==> src/rtl/count_bcd_display.sv <==
`default_nettype none
// ============================================================================
// Module   : count_bcd_display
// Brief    : Snapshots an 8-bit count, converts it to BCD by double-dabble and
//            drives a multiplexed 3-digit seven-segment display.
// Revision : 1.0 - initial release
// ============================================================================
module count_bcd_display #(
  parameter int REFRESH_DIV  = 50000,
  parameter bit COMMON_ANODE = 1'b1
) (
  input  logic       clk,
  input  logic       clr_n,
  input  logic [0:7] count_in,
  output logic [3:0] hundreds,
  output logic [3:0] tens,
  output logic [3:0] ones,
  output logic       bcd_valid,
  output logic       busy,
  output logic [6:0] seg,
  output logic [2:0] an
);

  typedef enum logic [1:0] {
    S_IDLE = 2'd0,
    S_CONV = 2'd1,
    S_DONE = 2'd2
  } state_t;

  localparam int                 c_CNT_W    = $clog2(REFRESH_DIV);
  localparam logic [c_CNT_W-1:0] c_REF_LAST = c_CNT_W'(REFRESH_DIV - 1);
  localparam logic [6:0]         c_SEG_ZERO = 7'b1111110;
  localparam logic [6:0]         c_SEG_RST  = COMMON_ANODE ? ~c_SEG_ZERO : c_SEG_ZERO;
  localparam logic [2:0]         c_AN_RST   = COMMON_ANODE ? 3'b110 : 3'b001;

  state_t             r_state;
  state_t             w_next_state;
  logic [7:0]         w_count;
  logic [7:0]         r_last_val;
  logic               w_mismatch;
  logic [19:0]        r_shift;
  logic [19:0]        w_adj;
  logic [2:0]         r_step;
  logic [c_CNT_W-1:0] r_ref_cnt;
  logic [1:0]         r_dig_idx;
  logic [3:0]         w_digit;
  logic               w_blank;
  logic [6:0]         w_pat;
  logic [6:0]         w_seg_ah;
  logic [2:0]         w_an_ah;

  // count_in is [0:7] with bit 0 as MSB; a plain vector copy keeps numeric order.
  assign w_count    = count_in;
  assign w_mismatch = (w_count != r_last_val);

  assign w_adj[7:0] = r_shift[7:0];
  generate
    for (genvar gi = 0; gi < 3; gi++) begin : g_adj
      assign w_adj[8+4*gi +: 4] = (r_shift[8+4*gi +: 4] >= 4'd5) ?
                                  (r_shift[8+4*gi +: 4] + 4'd3) : r_shift[8+4*gi +: 4];
    end
  endgenerate

  always_comb begin
    w_next_state = r_state;
    case (r_state)
      S_IDLE:  if (w_mismatch) w_next_state = S_CONV;
      S_CONV:  if (r_step == 3'd7) w_next_state = S_DONE;
      S_DONE:  w_next_state = S_IDLE;
      default: w_next_state = S_IDLE;
    endcase
  end

  always_ff @(posedge clk or negedge clr_n) begin
    if (!clr_n) begin
      r_state <= S_IDLE;
      busy    <= 1'b0;
    end else begin
      r_state <= w_next_state;
      busy    <= (w_next_state != S_IDLE);
    end
  end

  always_ff @(posedge clk or negedge clr_n) begin
    if (!clr_n) begin
      r_last_val <= 8'd0;
      r_shift    <= 20'd0;
      r_step     <= 3'd0;
      hundreds   <= 4'd0;
      tens       <= 4'd0;
      ones       <= 4'd0;
      bcd_valid  <= 1'b0;
    end else begin
      bcd_valid <= 1'b0;
      case (r_state)
        S_IDLE: begin
          if (w_mismatch) begin
            r_last_val <= w_count;
            r_shift    <= {12'd0, w_count};
            r_step     <= 3'd0;
          end
        end
        S_CONV: begin
          r_shift <= {w_adj[18:0], 1'b0};
          r_step  <= r_step + 3'd1;
        end
        S_DONE: begin
          hundreds  <= r_shift[19:16];
          tens      <= r_shift[15:12];
          ones      <= r_shift[11:8];
          bcd_valid <= 1'b1;
        end
        default: ;
      endcase
    end
  end

  always_ff @(posedge clk or negedge clr_n) begin
    if (!clr_n) begin
      r_ref_cnt <= '0;
      r_dig_idx <= 2'd0;
    end else if (r_ref_cnt == c_REF_LAST) begin
      r_ref_cnt <= '0;
      r_dig_idx <= (r_dig_idx == 2'd2) ? 2'd0 : r_dig_idx + 2'd1;
    end else begin
      r_ref_cnt <= r_ref_cnt + 1'b1;
    end
  end

  // Leading-zero blanking: ones always shown, tens hidden only under a zero hundreds.
  always_comb begin
    w_digit = ones;
    w_blank = 1'b0;
    w_an_ah = 3'b001;
    case (r_dig_idx)
      2'd1: begin
        w_digit = tens;
        w_blank = (hundreds == 4'd0) && (tens == 4'd0);
        w_an_ah = 3'b010;
      end
      2'd2: begin
        w_digit = hundreds;
        w_blank = (hundreds == 4'd0);
        w_an_ah = 3'b100;
      end
      default: ;
    endcase
  end

  always_comb begin
    w_pat = 7'b0000000;
    case (w_digit)
      4'd0:    w_pat = 7'b1111110;
      4'd1:    w_pat = 7'b0110000;
      4'd2:    w_pat = 7'b1101101;
      4'd3:    w_pat = 7'b1111001;
      4'd4:    w_pat = 7'b0110011;
      4'd5:    w_pat = 7'b1011011;
      4'd6:    w_pat = 7'b1011111;
      4'd7:    w_pat = 7'b1110000;
      4'd8:    w_pat = 7'b1111111;
      4'd9:    w_pat = 7'b1111011;
      default: w_pat = 7'b0000000;
    endcase
  end

  assign w_seg_ah = w_blank ? 7'b0000000 : w_pat;

  always_ff @(posedge clk or negedge clr_n) begin
    if (!clr_n) begin
      seg <= c_SEG_RST;
      an  <= c_AN_RST;
    end else begin
      seg <= COMMON_ANODE ? ~w_seg_ah : w_seg_ah;
      an  <= COMMON_ANODE ? ~w_an_ah  : w_an_ah;
    end
  end

endmodule
`default_nettype wire

==> config.mk <==
export PLATFORM = sky130hd
export DESIGN_NAME = count_bcd_display
export DESIGN_NICKNAME = d
export VERILOG_FILES = /design/src/rtl/count_bcd_display.sv
export SDC_FILE = /design/constraint.sdc
export NUM_CORES = 1
export LEC_CHECK = 0
export ABC_CLOCK_PERIOD_IN_PS = 2700
export CAP_MARGIN = 5
export CORE_UTILIZATION = 57
export CTS_CLUSTER_DIAMETER = 60
export DETAILED_ROUTE_END_ITERATION = 6
export HOLD_SLACK_MARGIN = 0.05
export PLACE_DENSITY = 0.8
export SLEW_MARGIN = 20
export SYNTH_ARGS = -nofsm -noshare
export SYNTH_HDL_FRONTEND = slang
export SYNTH_SLANG_ARGS = --single-unit
==> constraint.sdc <==
create_clock -name clk -period 2.7 [get_ports clk]
set_clock_uncertainty 0.15 [all_clocks]
set_input_delay 0.54 -clock clk [delete_from_list [all_inputs] [get_ports clk]]
set_output_delay 0.54 -clock clk [all_outputs]
set_load 0.01 [all_outputs]
### After elaboration in Yosys (flattened, before gate mapping)

Memory sizes are Yosys's and may differ from the RTL's.
Cells that the tools add are included.

* memories: 1
* input port bits: 10
* output and inout port bits: 24
* register bits: 75
* memory bits (read-only): 112

Memories
* (name not given): words 16, width 7, rd ports 1, clocked after Yosys merged registers in 0, wr ports 0, line 152 `case (w_digit)`

* equality and inequality tests: 8
* reductions and logical operators: 8
* bitwise gates (word level): 2
* add/subtract/negate cells: 6
* multiplexer cells: 17
* order comparisons: 3

Operators by type and width (count)
* 20-bit case mux with 2 select lines: 1
* 20-bit two-way mux: 1
* 16-bit by 1-bit adder with 16-bit output (second input constant): 1
* 16-bit == test (second input constant): 1
* 16-bit two-way mux: 1
* 4-bit by 3-bit >= comparator with 1-bit output (second input constant): 3
* 3-bit case mux with 2 select lines: 2
* 4-bit by 2-bit adder with 4-bit output (second input constant): 2
* 4-bit zero test: 2
* 4-bit two-way mux: 2
* 8-bit inequality test: 1
* 4-bit case mux with 2 select lines: 1
* 7-bit two-way mux: 1
* 7-bit NOT: 1
* 2-bit two-way mux: 3
* 3-bit two-way mux: 2
* 2-bit by 1-bit == test with 1-bit output (second input constant): 2
* 2-bit == test (second input constant): 2
* 2-bit case mux with 2 select lines: 1
* 2-bit AND reduction: 2
* 2-bit nonzero test: 2
* 3-bit by 1-bit adder with 3-bit output (second input constant): 1
* 3-bit by 2-bit adder with 3-bit output (second input constant): 1
* 3-bit == test (second input constant): 1
* other kinds (7): 7

### Depth between registers and ports, before layout

Gate-level depths: netlist of run 1.

* depth after elaboration: 5
* depth in mapped cells: 10

### Worst setup path after synthesis of run 1

No wires, ideal clock.

* path type: reg2reg
* start: reg r_dig_idx[0]
* end: reg seg[3]
* buffers on the path: 1
* required time: 2.403 ns
* arrival: 1.792 ns
* slack: 0.611 ns
* cell stages (with the launch flop): 10
* setup time: 0.147 ns
* path through: dfrtp_1 > inv_1 > ha_1 > buf_2 > nor2_1 > a21oi_1 > inv_1 > ha_1 > mux2i_1 > o211ai_1

* cells in the longest elaborated chain, start to end: 5
* elaborated cells between the ends (all ways): 7
* those cells by class: 2 x eq/ne; 3 x mux; 1 x bitwise; 1 x memory

Ends and longest elaborated chain
* start: declaration: line 45 `logic [1:0] r_dig_idx;`
* start signal: assignment: line 124 `r_dig_idx <= (r_dig_idx == 2'd2) ? 2'd0 : r_dig_idx + 2'd1;`
* 2-bit == test / 2-bit by 1-bit == test with 1-bit output (equally long branches): line 135 `case (r_dig_idx)`
* 4-bit case mux with 2 select lines: line 135
* memory read 16 x 7 bit
* 7-bit two-way mux (*): line 167 `assign w_seg_ah = w_blank ? 7'b0000000 : w_pat;`
* 7-bit NOT (*): line 174 `seg <= COMMON_ANODE ? ~w_seg_ah : w_seg_ah;`
* end signal: assignment: line 171 `seg <= c_SEG_RST;`
* end signal: assignment: line 174
* end: declaration: line 20 `output logic [6:0] seg,`

Mark *: on every way between the ends. The rest lies on a longest branch, timed or not.
A chain may end at the register's enable or synchronous reset.

### Worst setup path after layout of run 1

* start: reg r_dig_idx[0]
* end: reg seg[2]

Same word-level chain as after synthesis.

==> results of run 1 <==
final timing paths:
kind	endpoint	slack (ps)	depth (start not counted)
setup / recovery	seg[2]	250	8
max in group asynchronous	r_last_val[0]	1650	1
hold / removal	r_ref_cnt[14]	160	1
min in group clk	r_ref_cnt[0]	310	1
setup reg to reg	seg[2]	250	8
hold reg to reg	r_ref_cnt[0]	310	1
metal layers:
metal	GRT usage [%]	vias to the layer above	share of wire [%]
li1	-	1223	-
met1	29.08	1228	46
met2	37.83	54	49
met3	6.111	15	3.0
met4	10.35	0	2.2
met5	0	-	0
power groups by stage:
stage,Sequential (W),Combinational [W],Clock [W]
after global routing,0.00180,0.00184,0.00103
after CTS,0.00175,0.00165,0.000989
after floorplan,0.00175,0.00108,0
after global placement,0.00175,0.00158,0
final,0.00175,0.00163,0.000970
after detailed placement,0.00176,0.00163,0
registers in the layout (all words and copies together), names as in the netlist, 3 cells and up:
register	cells
seg	7
r_shift	20
r_ref_cnt	16
r_last_val	8
r_step	3
hundreds	4
an	3
tens	4
ones	4
critical path: cells and delay by family (launching register included):
kind	cells	cell delay (ps)
buffers and inverters	2	130
adders and majority gates	2	720
DFF	1	390
AOI/OAI and AO/OA	3	810
and+or+nand+nor	1	90
cells by family after synthesis:
logic type	Yosys count	share of synthesized area, %
AND/OR/NAND/NOR	88	13.28
XOR/XNOR	25	6.051
multiplexers	22	6.708
adder cells (fa/ha/maj)	18	6.224
AO/OA/AOI/OAI	67	12.48
flip-flops	75	51.97
buffers and inverters	31	3.285
Yosys cell counts (3+ instances only):
library cell,instances
and2_1,10
mux2i_1,4
nor4b_1,4
o22ai_1,6
nand4_1,5
nor2_1,12
xor2_1,7
a31oi_1,5
xnor2_1,18
clkbuf_1,10
dfrtp_1,72
o211ai_1,4
a22oi_1,4
nand3_1,3
a221o_1,7
inv_1,19
a21oi_1,8
nand2b_1,7
o21ai_0,20
dfstp_2,3
nand2_1,32
mux2_2,18
ha_1,18
cell type report:
class | instances | area share (%)
Clock inverter | 6 | 2.087
Multi-Input combinational cell | 220 | 38.04
Timing Repair Buffer | 38 | 8.583
Tap cell | 75 | 2.205
Inverter | 19 | 1.675
Clock buffer | 10 | 3.233
Sequential cell | 75 | 44.18
cells in the final DEF (no fill, tap or decap), drive strengths merged, types with 3 or more instances in the layout:
cell type       n
a221o           7
o211ai          4
dfstp           3
buf             6
a22oi           4
nand2b          7
clkbuf         10
a31oi           5
o21ai          20
a21oi           8
mux2i           4
dfrtp          72
mux2           18
and2           10
xnor2          18
inv            19
nand2          32
and4            3
nor4b           4
clkdlybuf4s50  32
nand4           6
ha             18
nor2           12
o22ai           6
xor2            7
nand3           3
metrics by stage:
step	area [um^2]	cells	util [%]	setup slack (ps)	hold slack, ps
global placement	4030	427	66.88	103.4	292.0
floorplan	3618	326	-	611.1	94.41
CTS	4257	443	70.64	248.2	193.1
global route	4257	443	70.64	13.91	249.7
finish	4257	443	70.64	249.7	160.0
detailed placement	4030	427	66.88	52.44	299.8
==> impl_metrics.toml, run 1 <==
[synth]
ys_seq_area_share_pct = 51.97
yosys_warnings = 0
synth_area_leaders = "dfrtp_1 50%, ha_1 6.2%, mux2_2 5.6%, xnor2_1 4.4%, nand2_1 3.3%"
synth_area_um2 = 3618
synth_edf_count = 0
syn_avg_cell_area_um2 = 11.10
synth_nets = 354
synth_area_leader_cell = "dfrtp_1"
synth_ff_type = "dfrtp_1"
synthDistinctLibCells = 47
netlist.area_leader.share_pct = 49.79
ys_seq_elements = 75
syn_inst = 326
synthArstFlopShare_pct = 100.0

[floorplan]
ioPinCount = 34
core_area_um2 = 6026
initial_core_util_pct = 60.05
num_rows = 28
die_width_um = 81.68
die_h_um = 81.68
die-area_um2 = 6671

[critical_path]
path_class = "register to register"
worstPathArrival_ps = 2510
start_kind = "register"
required_ps = 2760
worstPathMaxFanout = 12
end_kind = "register"
critPathSlowestCell = "ha_1"
rr_startpoint = "r_dig_idx[0]"
max_stage_delay_ps = 500
startpoint = "r_dig_idx[0]"
cp_cell_sequence = "inv_1 > ha_1 > nor2_1 > a21oi_1 > ha_1 > inv_1 > a2111oi_0 > a41oi_1"

[power_and_ir_drop]
powerDensity_nw_per_um2 = 1022
combPwrFrac_pct = 37.5
p_seq_share_pct = 40.2
sw_frac_of_total_pct = 33.96
power_w = 0.004351
ir_worst_vdd_v = 0.0005600
p_int_w = 0.002873
p_switching_w = 0.001478
clockPowerShare_pct = 22.3
leakagePower_nw = 1.831

[clock_network]
clock_latency_ps = 360
cts.sinks = 75
cts_resized = 0
clk_path_buf_depth = 2
numCtsBuffers = 9
cts_hold_buf = 0
postCtsSetupBuffers = 0
cts_root_buf = "clkbuf_8"
cts.htree.levels = 3
clkTransAtPathRegs_ps = 90
cts_tree = "done"

[timing]
tightest_slew_ps = 911.4
fin_setup_tns_ps = 0
max_freq_ghz = 0.4081
fin_crit_ps = 2450
final_max_slew_viol_count = 0
setup_viol = 0
post-route-period-util_pct = 90.75
hold_violations = 0
slew_headroom_pct = 39.24
rsz0062_at_grt = "no"

[routing]
wirelength_um = 6703
drc_errors = 0
first_pass_iters = 4
via_per_inst = 5.688
drt.antenna.violating_nets = 0
vias = 2520
wire_per_inst_um = 15.13
drt_iter0_markers = 171

[final_layout]
multiInputGateArea_um2 = 1619
final_layout_size_suffix_gt1_share_pct = 13.32
fillers = 442
regArea_um2 = 1881
diodes = 0
final_nets = 391
area_delta_synth_final_pct = 17.63

[grt]
antenna_found_initial = 0
overflow = 0
grt_max_degree = 76
grt_first_pass_wirelength_um = 11590
grt.total_usage_pct = 23.24
grt_pass1_vias = 2523

[placed_design]
gp_congestion = 0.8055
port_buffers = 33
place_hpwl_um = 4505

[hold_path]
hp-class = "input pin to asynchronous set/reset pin"

[flow_run]
drv_cap = 0

[outcome]
status = "complete, no violations"
Note: power is estimated with default switching activity, not from simulation.
==> run 2: changes to the inputs <==
CELL_PAD_IN_SITES_DETAIL_PLACEMENT = 1   (was not set)
CELL_PAD_IN_SITES_GLOBAL_PLACEMENT = 1   (was not set)
CORE_UTILIZATION = 46   (was 57)
PLACE_DENSITY = 0.81   (was 0.8)
SKIP_CTS_REPAIR_TIMING = 1   (was not set)
SLEW_MARGIN = 30   (was 20)
==> impl_metrics.toml, run 2 (same netlist as run 1, synthesis figures left out) <==
[grt]
grt_pass1_vias = 2807
overflow = 0
busiest_layer = "met2"
grt_use_met1_pct = 26.75
grt_first_pass_wirelength_um = 13740
use_met3_pct = 4.040
antenna_found_initial = 0
grt.total_usage_pct = 21.13
grt_max_degree = 37
grt.met2_usage_pct = 36.05

[clock_network]
cts.sinks = 75
cts_tree = "done"
clkTransAtPathRegs_ps = 80
clk_path_buf_depth = 2
clock_latency_ps = 350
cts_root_buf = "clkbuf_8"
cts.htree.levels = 3
numCtsBuffers = 9

[power_and_ir_drop]
sw_frac_of_total_pct = 34.43
clockPowerShare_pct = 22.0
p_int_w = 0.002924
p_seq_share_pct = 39.3
leakagePower_nw = 1.871
p_switching_w = 0.001536
ir_worst_vdd_v = 0.0004658
powerDensity_nw_per_um2 = 1028
combPwrFrac_pct = 38.7

[critical_path]
required_ps = 2760
end_kind = "register"
path_class = "register to register"
worstPathMaxFanout = 12
max_stage_delay_ps = 540
cp_cell_sequence = "inv_1 > ha_1 > nor2_1 > a21oi_1 > ha_1 > inv_1 > a2111oi_0 > a41oi_1"
worstPathArrival_ps = 2510
start_kind = "register"
critPathSlowestCell = "ha_1"

[routing]
vias = 2571
wire_per_inst_um = 16.54
drt_iter0_markers = 65
drt.antenna.violating_nets = 0
first_pass_iters = 4
wirelength_um = 7809
drc_errors = 0
via_per_inst = 5.447

[floorplan]
die_width_um = 90.69
die-area_um2 = 8225
initial_core_util_pct = 48.84
die_h_um = 90.69
ioPinCount = 34
core_area_um2 = 7408
num_rows = 31

[final_layout]
final_layout_size_suffix_gt1_share_pct = 14.21
final_cell_mix = "72 x dfrtp_1, 32 x nand2_1, 32 x clkdlybuf4s50_1"
largest_register_ffs = 20
layout_commonest_cell = "dfrtp_1"
diodes = 0
final_nets = 396
area_delta_synth_final_pct = 19.92
largestRegisters = "r_shift x20, r_ref_cnt x16, r_last_val x8"
max_flop_register = "r_shift"

[timing]
slew_headroom_pct = 49.54
max_freq_ghz = 0.4083
setup_viol = 0
rsz0062_at_grt = "no"
tightest_slew_ps = 757.0
hold_violations = 0
fin_hold_ws_ps = 326.6
fin_setup_tns_ps = 0
fin_crit_ps = 2449
post-route-period-util_pct = 90.72
final_max_slew_viol_count = 0

[placed_design]
place_hpwl_um = 5413
port_buffers = 33
gp_congestion = 0.7493

[hold_path]
hp-class = "register to register"

[flow_run]
drv_cap = 0

[outcome]
status = "complete, no violations"
## run 2: cell count changes in the layout (fill, tap and decap cells not counted)
cell,change
buf_4,+3
clkinv_2,+2
clkinvlp_4,-2
buf_12,+1
clkbuf_8,+1
clkinv_4,-1
dlygate4sd3_1,+1
## run 2: metrics by stage
| step | instance area, um^2 | std cells | util [%] | total power, W | worst slack [ps] |
|---|---|---|---|---|---|
| after floorplan | 3618 | 326 | - | 0.002830 | 611.1 |
| after global placement | 4103 | 455 | 55.38 | 0.003385 | 301.4 |
| after detailed placement | 4103 | 455 | 55.38 | 0.003487 | 241.7 |
| after CTS | 4329 | 471 | 58.44 | 0.004507 | 243.1 |
| after global routing | 4339 | 472 | 58.57 | 0.004784 | 84.95 |
| final | 4339 | 472 | 58.57 | 0.004460 | 250.6 |
## run 2: power by group through the flow
stage                     logic [W]  clock network, W  registers [W]
after detailed placement    0.00171                 0        0.00177
final                       0.00173          0.000981        0.00175
after global routing        0.00193           0.00105        0.00181
after floorplan             0.00108                 0        0.00175
after CTS                   0.00175          0.000999        0.00176
after global placement      0.00163                 0        0.00175
## run 2: final timing paths
path | from | to | slack, ps | depth (start not counted)
min in group asynchronous | clr_n | r_ref_cnt[11] | 540 | 2
hold / removal | r_ref_cnt[0] | r_ref_cnt[0] | 330 | 1
hold reg to reg | r_ref_cnt[0] | r_ref_cnt[0] | 330 | 1
max in group asynchronous | clr_n | seg[0] | 1230 | 3
setup reg to reg | r_dig_idx[0] | seg[2] | 250 | 8
setup / recovery | r_dig_idx[0] | seg[2] | 250 | 8
## run 2: layout make-up
| class | count | area [um^2] |
|---|---|---|
| clock buffers | 11 | 151.4 |
| clock inverters | 5 | 75.07 |
| fillers | 801 | 3069 |
| inverters | 19 | 71.32 |
| multi-input cells | 220 | 1619 |
| flip-flops and latches | 75 | 1881 |
| well taps | 99 | 123.9 |
| repair buffers | 43 | 417.9 |
## run 2: critical path, delay by kind of cell (launching register included)
family / cells / cell delay, ps
buffers and inverters: 2 / 140
flip-flops: 1 / 390
AND/OR/NAND/NOR: 1 / 110
AO/OA/AOI/OAI: 3 / 760
adder cells (fa/ha/maj): 2 / 770
## run 2: layer usage
metal	vias to the layer above	part of all wire [%]
met5	-	0
li1	1232	-
met3	9	2.3
met4	0	1.2
met1	1296	45
met2	34	51
